### config.mk
export PLATFORM = sky130hd
export DESIGN_NAME = m_axis_out_buffer_flat
export DESIGN_NICKNAME = d
export VERILOG_FILES = /design/src/rtl/m_axis_out_buffer_if.sv /design/src/rtl/m_axis_out_buffer.sv /design/src/flat_wrapper.sv
export SDC_FILE = /design/constraint.sdc
export NUM_CORES = 1
export LEC_CHECK = 0
export ABC_CLOCK_PERIOD_IN_PS = 3900
export BUFFER_PORTS_ARGS = -buffer_cell sky130_fd_sc_hd__buf_4
export CAP_MARGIN = 15
export CORE_MARGIN = 2
export CORE_UTILIZATION = 37
export DETAILED_ROUTE_END_ITERATION = 16
export HOLD_SLACK_MARGIN = 0.15
export PLACE_DENSITY = 0.6
export SYNTH_ARGS = -nofsm -noshare
export SYNTH_HDL_FRONTEND = slang
export SYNTH_SLANG_ARGS = --single-unit
### constraint.sdc
create_clock -name clk -period 3.9 [get_ports clk]
set_input_delay 0.39 -clock clk [delete_from_list [all_inputs] [get_ports clk]]
set_output_delay 0.39 -clock clk [all_outputs]
set_load 0.02 [all_outputs]
### src/rtl/m_axis_out_buffer_if.sv
// AXI-Stream bundle carried between the output buffer and its downstream sink.
interface m_axis_out_buffer_if #(
  parameter int DATA_WIDTH = 32
);
  logic                    tvalid;
  logic [DATA_WIDTH-1:0]   tdata;
  logic [DATA_WIDTH/8-1:0] tstrb;
  logic                    tlast;
  logic                    tready;

  modport master (output tvalid, output tdata, output tstrb, output tlast, input tready);
  modport slave  (input tvalid, input tdata, input tstrb, input tlast, output tready);
endinterface

### src/rtl/m_axis_out_buffer.sv
// Circular FIFO that absorbs unthrottled result words and replays them on an
// M_AXIS port honouring TREADY, with almost-full stall and sticky overflow.
module m_axis_out_buffer #(
  parameter int C_M_AXIS_TDATA_WIDTH = 32,
  parameter int FIFO_DEPTH           = 16,
  parameter int ALMOST_FULL_MARGIN   = 4
) (
  input  logic                            clk,
  input  logic                            rst,
  input  logic                            in_valid,
  input  logic [C_M_AXIS_TDATA_WIDTH-1:0] in_data,
  input  logic                            in_last,
  input  logic                            clear,
  output logic                            stall,
  output logic                            overflow,
  output logic                            packet_done,
  output logic [15:0]                     tx_count,
  m_axis_out_buffer_if.master             m_axis
);

  localparam int DW    = C_M_AXIS_TDATA_WIDTH;
  localparam int PTR_W = $clog2(FIFO_DEPTH);

  localparam logic [PTR_W-1:0] PTR_ONE   = PTR_W'(1);
  localparam logic [PTR_W:0]   CNT_ONE   = (PTR_W+1)'(1);
  localparam logic [PTR_W:0]   CNT_FULL  = (PTR_W+1)'(FIFO_DEPTH);
  localparam logic [PTR_W:0]   STALL_TH  = (PTR_W+1)'(FIFO_DEPTH - ALMOST_FULL_MARGIN);

  logic [DW:0]      mem [FIFO_DEPTH];
  logic [PTR_W-1:0] wr_ptr;
  logic [PTR_W-1:0] rd_ptr;
  logic [PTR_W:0]   count;
  logic [DW:0]      head;
  logic             full;
  logic             pop;
  logic             push;
  logic             drop;

  assign head = mem[rd_ptr];
  assign full = (count == CNT_FULL);
  assign pop  = (count != '0) && m_axis.tready;
  // A full FIFO still takes a word when the head leaves in the same cycle.
  assign push = in_valid && (!full || pop);
  assign drop = in_valid && full && !pop;

  assign m_axis.tvalid = (count != '0);
  assign m_axis.tdata  = head[DW-1:0];
  assign m_axis.tlast  = head[DW];
  assign m_axis.tstrb  = '1;
  assign stall         = (count >= STALL_TH);

  // Storage carries no reset; stale entries are never visible while count is 0.
  always_ff @(posedge clk) begin
    if (push && !clear) begin
      mem[wr_ptr] <= {in_last, in_data};
    end
  end

  always_ff @(posedge clk or posedge rst) begin
    if (rst) begin
      wr_ptr      <= '0;
      rd_ptr      <= '0;
      count       <= '0;
      overflow    <= 1'b0;
      packet_done <= 1'b0;
      tx_count    <= '0;
    end else if (clear) begin
      wr_ptr      <= '0;
      rd_ptr      <= '0;
      count       <= '0;
      overflow    <= 1'b0;
      packet_done <= 1'b0;
      tx_count    <= '0;
    end else begin
      if (push) begin
        wr_ptr <= wr_ptr + PTR_ONE;
      end
      if (pop) begin
        rd_ptr <= rd_ptr + PTR_ONE;
      end
      if (push && !pop) begin
        count <= count + CNT_ONE;
      end else if (pop && !push) begin
        count <= count - CNT_ONE;
      end
      if (drop) begin
        overflow <= 1'b1;
      end
      packet_done <= pop && head[DW];
      if (pop && (tx_count != 16'hFFFF)) begin
        tx_count <= tx_count + 16'd1;
      end
    end
  end

endmodule

### src/flat_wrapper.sv
// flat-port wrapper written by rule: the top's interface ports become plain ports
module m_axis_out_buffer_flat 
#(
  parameter int C_M_AXIS_TDATA_WIDTH = 32,
  parameter int FIFO_DEPTH           = 16,
  parameter int ALMOST_FULL_MARGIN   = 4
)
  (clk, rst, in_valid, in_data, in_last, clear, stall, overflow, packet_done, tx_count, m_axis_tvalid, m_axis_tdata, m_axis_tstrb, m_axis_tlast, m_axis_tready);
  m_axis_out_buffer_if #(.DATA_WIDTH(32)) m_axis_i ();
  input  logic clk;
  input  logic rst;
  input  logic in_valid;
  input  logic [C_M_AXIS_TDATA_WIDTH-1:0] in_data;
  input  logic in_last;
  input  logic clear;
  output logic stall;
  output logic overflow;
  output logic packet_done;
  output logic [15:0] tx_count;
  output wire logic [$bits(m_axis_i.tvalid)-1:0] m_axis_tvalid;
  output wire logic [$bits(m_axis_i.tdata)-1:0] m_axis_tdata;
  output wire logic [$bits(m_axis_i.tstrb)-1:0] m_axis_tstrb;
  output wire logic [$bits(m_axis_i.tlast)-1:0] m_axis_tlast;
  input wire logic [$bits(m_axis_i.tready)-1:0] m_axis_tready;
  assign m_axis_tvalid = m_axis_i.tvalid;
  assign m_axis_tdata = m_axis_i.tdata;
  assign m_axis_tstrb = m_axis_i.tstrb;
  assign m_axis_tlast = m_axis_i.tlast;
  assign m_axis_i.tready = m_axis_tready;
  m_axis_out_buffer #(.C_M_AXIS_TDATA_WIDTH(C_M_AXIS_TDATA_WIDTH), .FIFO_DEPTH(FIFO_DEPTH), .ALMOST_FULL_MARGIN(ALMOST_FULL_MARGIN)) u_core (.clk(clk), .rst(rst), .in_valid(in_valid), .in_data(in_data), .in_last(in_last), .clear(clear), .stall(stall), .overflow(overflow), .packet_done(packet_done), .tx_count(tx_count), .m_axis(m_axis_i));
endmodule
# After elaboration in Yosys (flattened, before gate mapping)

Memory sizes are Yosys's and may differ from the RTL's.
Index checks and enable logic that the tools add are counted.
Widths: inputs -> output; s select.

Bits in registers: 31
RAM bits: 528
Input port bits: 38
Output and inout port bits: 57
Word-level logic and storage cells: 49
Memories kept: 1

$add $sub $neg: 5
$lt $le $gt $ge: 1
Eq/ne operators: 2
Muxes and demuxes: 14
Reduce and logical (&&, ||, !) cells: 20

Memories:

| memory     | words | bits a word | rd ports | clocked after Yosys merged registers in | write ports | RTL line                | source |
|---|---|---|---|---|---|---|---|
| u_core.mem | 16    | 33          | 1        | 0                                       | 1           | m_axis_out_buffer.sv:29 | `logic [DW:0] mem [FIFO_DEPTH];` |

Operators by type and width:

| kind                  | count |
|---|---|
| $mux 16               | 2 |
| $add 16x1->16 const B | 1 |
| $mux 4                | 4 |
| $ne 16x16->1 const B  | 1 |
| $mux 5                | 3 |
| $logic_and 1x1->1     | 9 |
| $add 4x1->4 const B   | 2 |
| $reduce_bool 2->1     | 4 |
| $add 5x1->5 const B   | 1 |
| $eq 5x5->1 const B    | 1 |
| $ge 5x4->1 const B    | 1 |
| $mux 1                | 5 |
| $reduce_bool 5->1     | 1 |
| $sub 5x1->5 const B   | 1 |
| $logic_not 1->1       | 4 |
| $reduce_bool 3->1     | 1 |
| $logic_or 1x1->1      | 1 |

# Longest topological paths before layout

Word-level depth: 9
Mapped depth: 9
Gate-level depth less buffers: 8

# Worst setup path after synthesis

OpenSTA, ideal clock, no wires.

Kind: input to register
Start: in m_axis_tready
End: mem u_core.mem[0][0] in the netlist's numbering (enable)
Library setup time: 464 ps
Arrival: 3526 ps
Data required time: 3436 ps
Slack: -90 ps
Stages on the path: 5
Buffers on the path: 1
Cells stage by stage: clkbuf_1 nand2b_1 o211a_1 nand2_1 nor3_1

Word-level cells in the longest chain between the ends: 6

RTL lines:

| item                         | RTL line                | source |
|---|---|---|
| start: declaration           | flat_wrapper.sv:24      | `input wire logic [$bits(m_axis_i.tready)-1:0] m_axis_tready;` |
| $logic_and 1x1->1            | m_axis_out_buffer.sv:41 | `assign pop = (count != '0) && m_axis.tready;` |
| $logic_or 1x1->1             | m_axis_out_buffer.sv:43 | `assign push = in_valid && (!full \|\| pop);` |
| $logic_and 1x1->1            | m_axis_out_buffer.sv:43 |  |
| $logic_and 1x1->1            | m_axis_out_buffer.sv:54 | `if (push && !clear) begin` |
| $mux 1                       | m_axis_out_buffer.sv:54 |  |
| $mux 1 (not written as such) | m_axis_out_buffer.sv:55 | `mem[wr_ptr] <= {in_last, in_data};` |
| end: declaration             | m_axis_out_buffer.sv:29 |  |

Every way passes these cells.

# Final worst setup path

Start: reg u_core.rd_ptr[1]
End: out m_axis_tdata[19]

Word-level cells in the longest chain between the ends: 1

RTL lines:

| item                     | RTL line                | source |
|---|---|---|
| start: declaration       | m_axis_out_buffer.sv:31 | `logic [PTR_W-1:0] rd_ptr;` |
| start signal: assignment | m_axis_out_buffer.sv:79 | `rd_ptr <= rd_ptr + PTR_ONE;` |
| $mem_v2 16x33            | -                       |  |
| end: declaration         | flat_wrapper.sv:21      | `output wire logic [$bits(m_axis_i.tdata)-1:0] m_axis_tdata;` |

Every way passes these cells.

==> metrics.md <==
| Metric | Value |
|---|---|
| 1st-iter DRT viols | 716 |
| Highest net fanout along the worst path | 37 |
| Dpl hpwl | 27.31 mm |
| Proportion of synthesized chip area in sequential cells | 75.17% |
| Clock network latency to the later pin of the worst-skew pair | 0.61 ns |
| Tmin final | 3.417 ns |
| Share of the synthesized area in the top cell type | 71.66% |
| Average cell area after synthesis | 18.85 um^2 |
| I/O pins | 95 |
| Total clock buffers created by CTS | 56 |
| Fin nets | 1376 |
| Data arrival, critical path | 3.03 ns |
| Nature of the critical path endpoint | output port |
| EDFF count, synth | 528 |
| Power per standard cell area | 546.8 nW/um^2 |
| Fillers | 5065 |
| Die ar. | 61770 um^2 |
| Total leakage power | 0.008484 uW |
| Port-buffer cells | 90 |
| Residual overflow from global routing | 0 |
| Initial Utilization | 37.49% |
| Worst clock skew | 0.02059 ns |
| Run status | finished clean |
| Number of warning messages in the yosys log | 0 |
| Global router's overall resource usage | 15.44% |
| Post-layout power | 14290 uW |
| Wire length of the first global-routing pass | 72.80 mm |
| IR Drop Worst-Case VDD | 0.0003281 V |
| Placement row count | 89 |
| Area growth from synthesis to layout | 18.14% |
| Clock Sink Count | 559 |
| Max-cap violation count | 0 |
| Sum Neg Setup Slack | 0 ns |
| Largest net degree at the start of global routing | 59 |
| Root Buffer | sky130_fd_sc_hd__clkbuf_16 |
| Final worst hold slack | 0.2090 ns |
| Via count of the first global-routing pass | 11657 |
| Critical Setup Path Class | flip-flop to output port |
| Layout Utilization | 44.29% |
| Cell Chain, Critical Path | buf_4, mux4_2, a22oi_1, nand2_1, buf_4 |
| Maximum achievable frequency | 0.2927 GHz |
| Clock tree from TritonCTS | yes |
| Number of buffers on the longest clock path | 3 |
| Area of the core | 59020 um^2 |
| Type of the most critical hold path | input pin to flip-flop |
| Clock transition time at the flip-flop clock pins of the worst setup and hold paths | 0.06 ns |
| Cells taking the most area after synthesis | sky130_fd_sc_hd__edfxtp_1, sky130_fd_sc_hd__mux4_2, sky130_fd_sc_hd__mux2i_1, sky130_fd_sc_hd__dfrtp_1, sky130_fd_sc_hd__a221oi_1 |
| Count of endpoints failing setup in the final report | 0 |
| Fin. max-slew vios | 0 |
| Die Ht | 248.5 um |
| DR vias | 11376 |
| Number of setup buffers added after CTS | 0 |
| Peak per-stage delay on the critical path | 0.80 ns |
| Unrepaired setup endpoints after global routing | false |
| Share of synthesized flip-flops with an asynchronous set or reset | 5.546% |
| DR vias/cell | 5.308 |
| Number of H-tree branching levels | 2 |
| DRT Pass-1 Iters | 5 |
| Final routed wirelength across all metal layers | 48.04 mm |
| Final period util | 87.61% |
| Cell with the biggest individual delay on the critical path | sky130_fd_sc_hd__dfrtp_4 |
| Post-synth top area cell | sky130_fd_sc_hd__edfxtp_1 |
| Relative slew slack | 36.25% |
| Most common flop cell mapped by yosys | sky130_fd_sc_hd__edfxtp_1 |
| Post-route DRC violation count | 0 |
| Worst path most repeated cell | sky130_fd_sc_hd__buf_4 |
| Worst Max-Slew Pin Slew | 0.9553 ns |
| Die width | 248.5 um |
| Worst endpoint required time | 3.51 ns |
| Setup crit start kind | flip-flop |
| Number of hold-slack violations in the final timing report | 0 |
| Global placement routability congestion | 0.7595 |
| Cell variety after synth | 55 |
| Flops & latches, synth | 559 |
| Register area | 16640 um^2 |
| Number of antenna violations at the first check in global routing | 0 |
| Post-detailed-route wirelength per cell | 22.42 um |
| Fraction of layout instances using a drive strength above 1 | 22.48% |
| Cell count after synthesis | 1174 |
| Number of antenna diodes | 0 |
| Netlist area before placement | 22120 um^2 |
| Area of combinational cells with multiple inputs | 5294 um^2 |
| Setup slack, reg-to-reg | 0.97 ns |
| Remaining number of nets flagged by the antenna check after routing | 0 |
[layout make-up]
class                   count  share of cell area (%)
flip-flops and latches    559                   63.66
repair buffers            162                   5.754
inverters                  10                  0.1436
clock inverters            31                  0.9287
multi-input cells         538                   20.25
clock buffers              70                   5.562
well taps                 773                   3.700
[critical path, delay by kind of cell, from the launching register on]
family                 cells  cell delay [ns]
AND/OR/NAND/NOR            1             0.14
AO/OA/AOI/OAI              1             0.22
flip-flops                 1             0.80
multiplexers               1             0.41
buffers and inverters      2             0.80
[state kept, by name, indices dropped and copies added (netlist names)]
register            flops
u_core.count            5
u_core.mem            528
u_core.overflow         1
u_core.packet_done      1
u_core.rd_ptr           4
u_core.tx_count        16
u_core.wr_ptr           4
[cells in the mapped netlist (5+ instances only)]
master                     instances
sky130_fd_sc_hd__edfxtp_1        528
sky130_fd_sc_hd__mux2i_1         130
sky130_fd_sc_hd__mux4_2           69
sky130_fd_sc_hd__a221oi_1         64
sky130_fd_sc_hd__nand2_1          49
sky130_fd_sc_hd__o21ai_0          36
sky130_fd_sc_hd__a22oi_1          32
sky130_fd_sc_hd__clkbuf_1         32
sky130_fd_sc_hd__dfrtp_1          31
sky130_fd_sc_hd__nor2_1           30
sky130_fd_sc_hd__buf_2            26
sky130_fd_sc_hd__a21oi_1          13
sky130_fd_sc_hd__ha_1             10
sky130_fd_sc_hd__inv_1             9
sky130_fd_sc_hd__nor2b_1           9
sky130_fd_sc_hd__nand3_1           8
sky130_fd_sc_hd__buf_1             7
sky130_fd_sc_hd__mux2_2            7
sky130_fd_sc_hd__nor3_1            6
sky130_fd_sc_hd__a211oi_1          5
sky130_fd_sc_hd__nand2b_1          5
[through the flow]
step | instances | area [um^2] | setup slack [ns]
floorplan | 1177 | 22160 | 0.7940
global placement | 2007 | 24090 | 0.9962
detailed placement | 2007 | 24090 | 0.9781
CTS | 2143 | 26140 | 0.4141
global route | 2143 | 26140 | 0.2993
finish | 2143 | 26140 | 0.4833
[final timing paths]
kind                            depth (start not counted)                   to                 from
worst max-delay path                                    5     m_axis_tdata[19]     u_core.rd_ptr[1]
worst min-delay path                                    2     u_core.rd_ptr[0]                clear
max in group asynchronous                               4      u_core.count[4]                  rst
worst max register to register                          8      u_core.count[4]      u_core.count[1]
min in group asynchronous                               3  u_core.tx_count[10]                  rst
worst min register to register                          1  u_core.tx_count[14]  u_core.tx_count[14]
[routing by layer]
metal  up-vias  GRT usage [%]  share of wire, %
met3        77          2.774               3.9
met2       219          26.54                51
li1       5150              -                 -
met1      5930          20.07                43
met4         0          4.346               2.2
met5         -              0                 0
[timing repair]
item	in CTS	in global routing
resized for setup	0	0
endpoints found under the hold margin	548	0
hold buffers	35	0
[cells by family after synthesis]
| logic type | count (synthesis) | synth area share, % |
|---|---|---|
| AO/OA/AOI/OAI | 175 | 5.978 |
| XOR/XNOR | 5 | 0.1979 |
| adder cells (fa/ha/maj) | 11 | 0.6560 |
| buffers and inverters | 80 | 1.606 |
| flip-flops | 559 | 75.17 |
| multiplexers | 210 | 13.46 |
| other | 1 | 0.01695 |
| AND/OR/NAND/NOR | 133 | 2.912 |
[where the power goes]
group / switching [uW] / leakage, uW / internal [uW]
clock network: 2180 / 0.000836 / 2830
registers: 188 / 0.00518 / 6660
logic: 1250 / 0.00247 / 1180
total: 3620 / 0.00848 / 10700
[cell usage in the layout, fill, tap and decap left out, types with 16 or more instances in the layout]
cell type	count
sky130_fd_sc_hd__edfxtp_1	528
sky130_fd_sc_hd__mux2i_1	130
sky130_fd_sc_hd__buf_4	111
sky130_fd_sc_hd__mux4_2	69
sky130_fd_sc_hd__a221oi_1	64
sky130_fd_sc_hd__clkbuf_16	56
sky130_fd_sc_hd__nand2_1	49
sky130_fd_sc_hd__o21ai_0	36
sky130_fd_sc_hd__dlygate4sd3_1	35
sky130_fd_sc_hd__a22oi_1	32
sky130_fd_sc_hd__dfrtp_1	29
sky130_fd_sc_hd__nor2_1	18
sky130_fd_sc_hd__buf_12	16
Power figures use the tool's default switching activity.
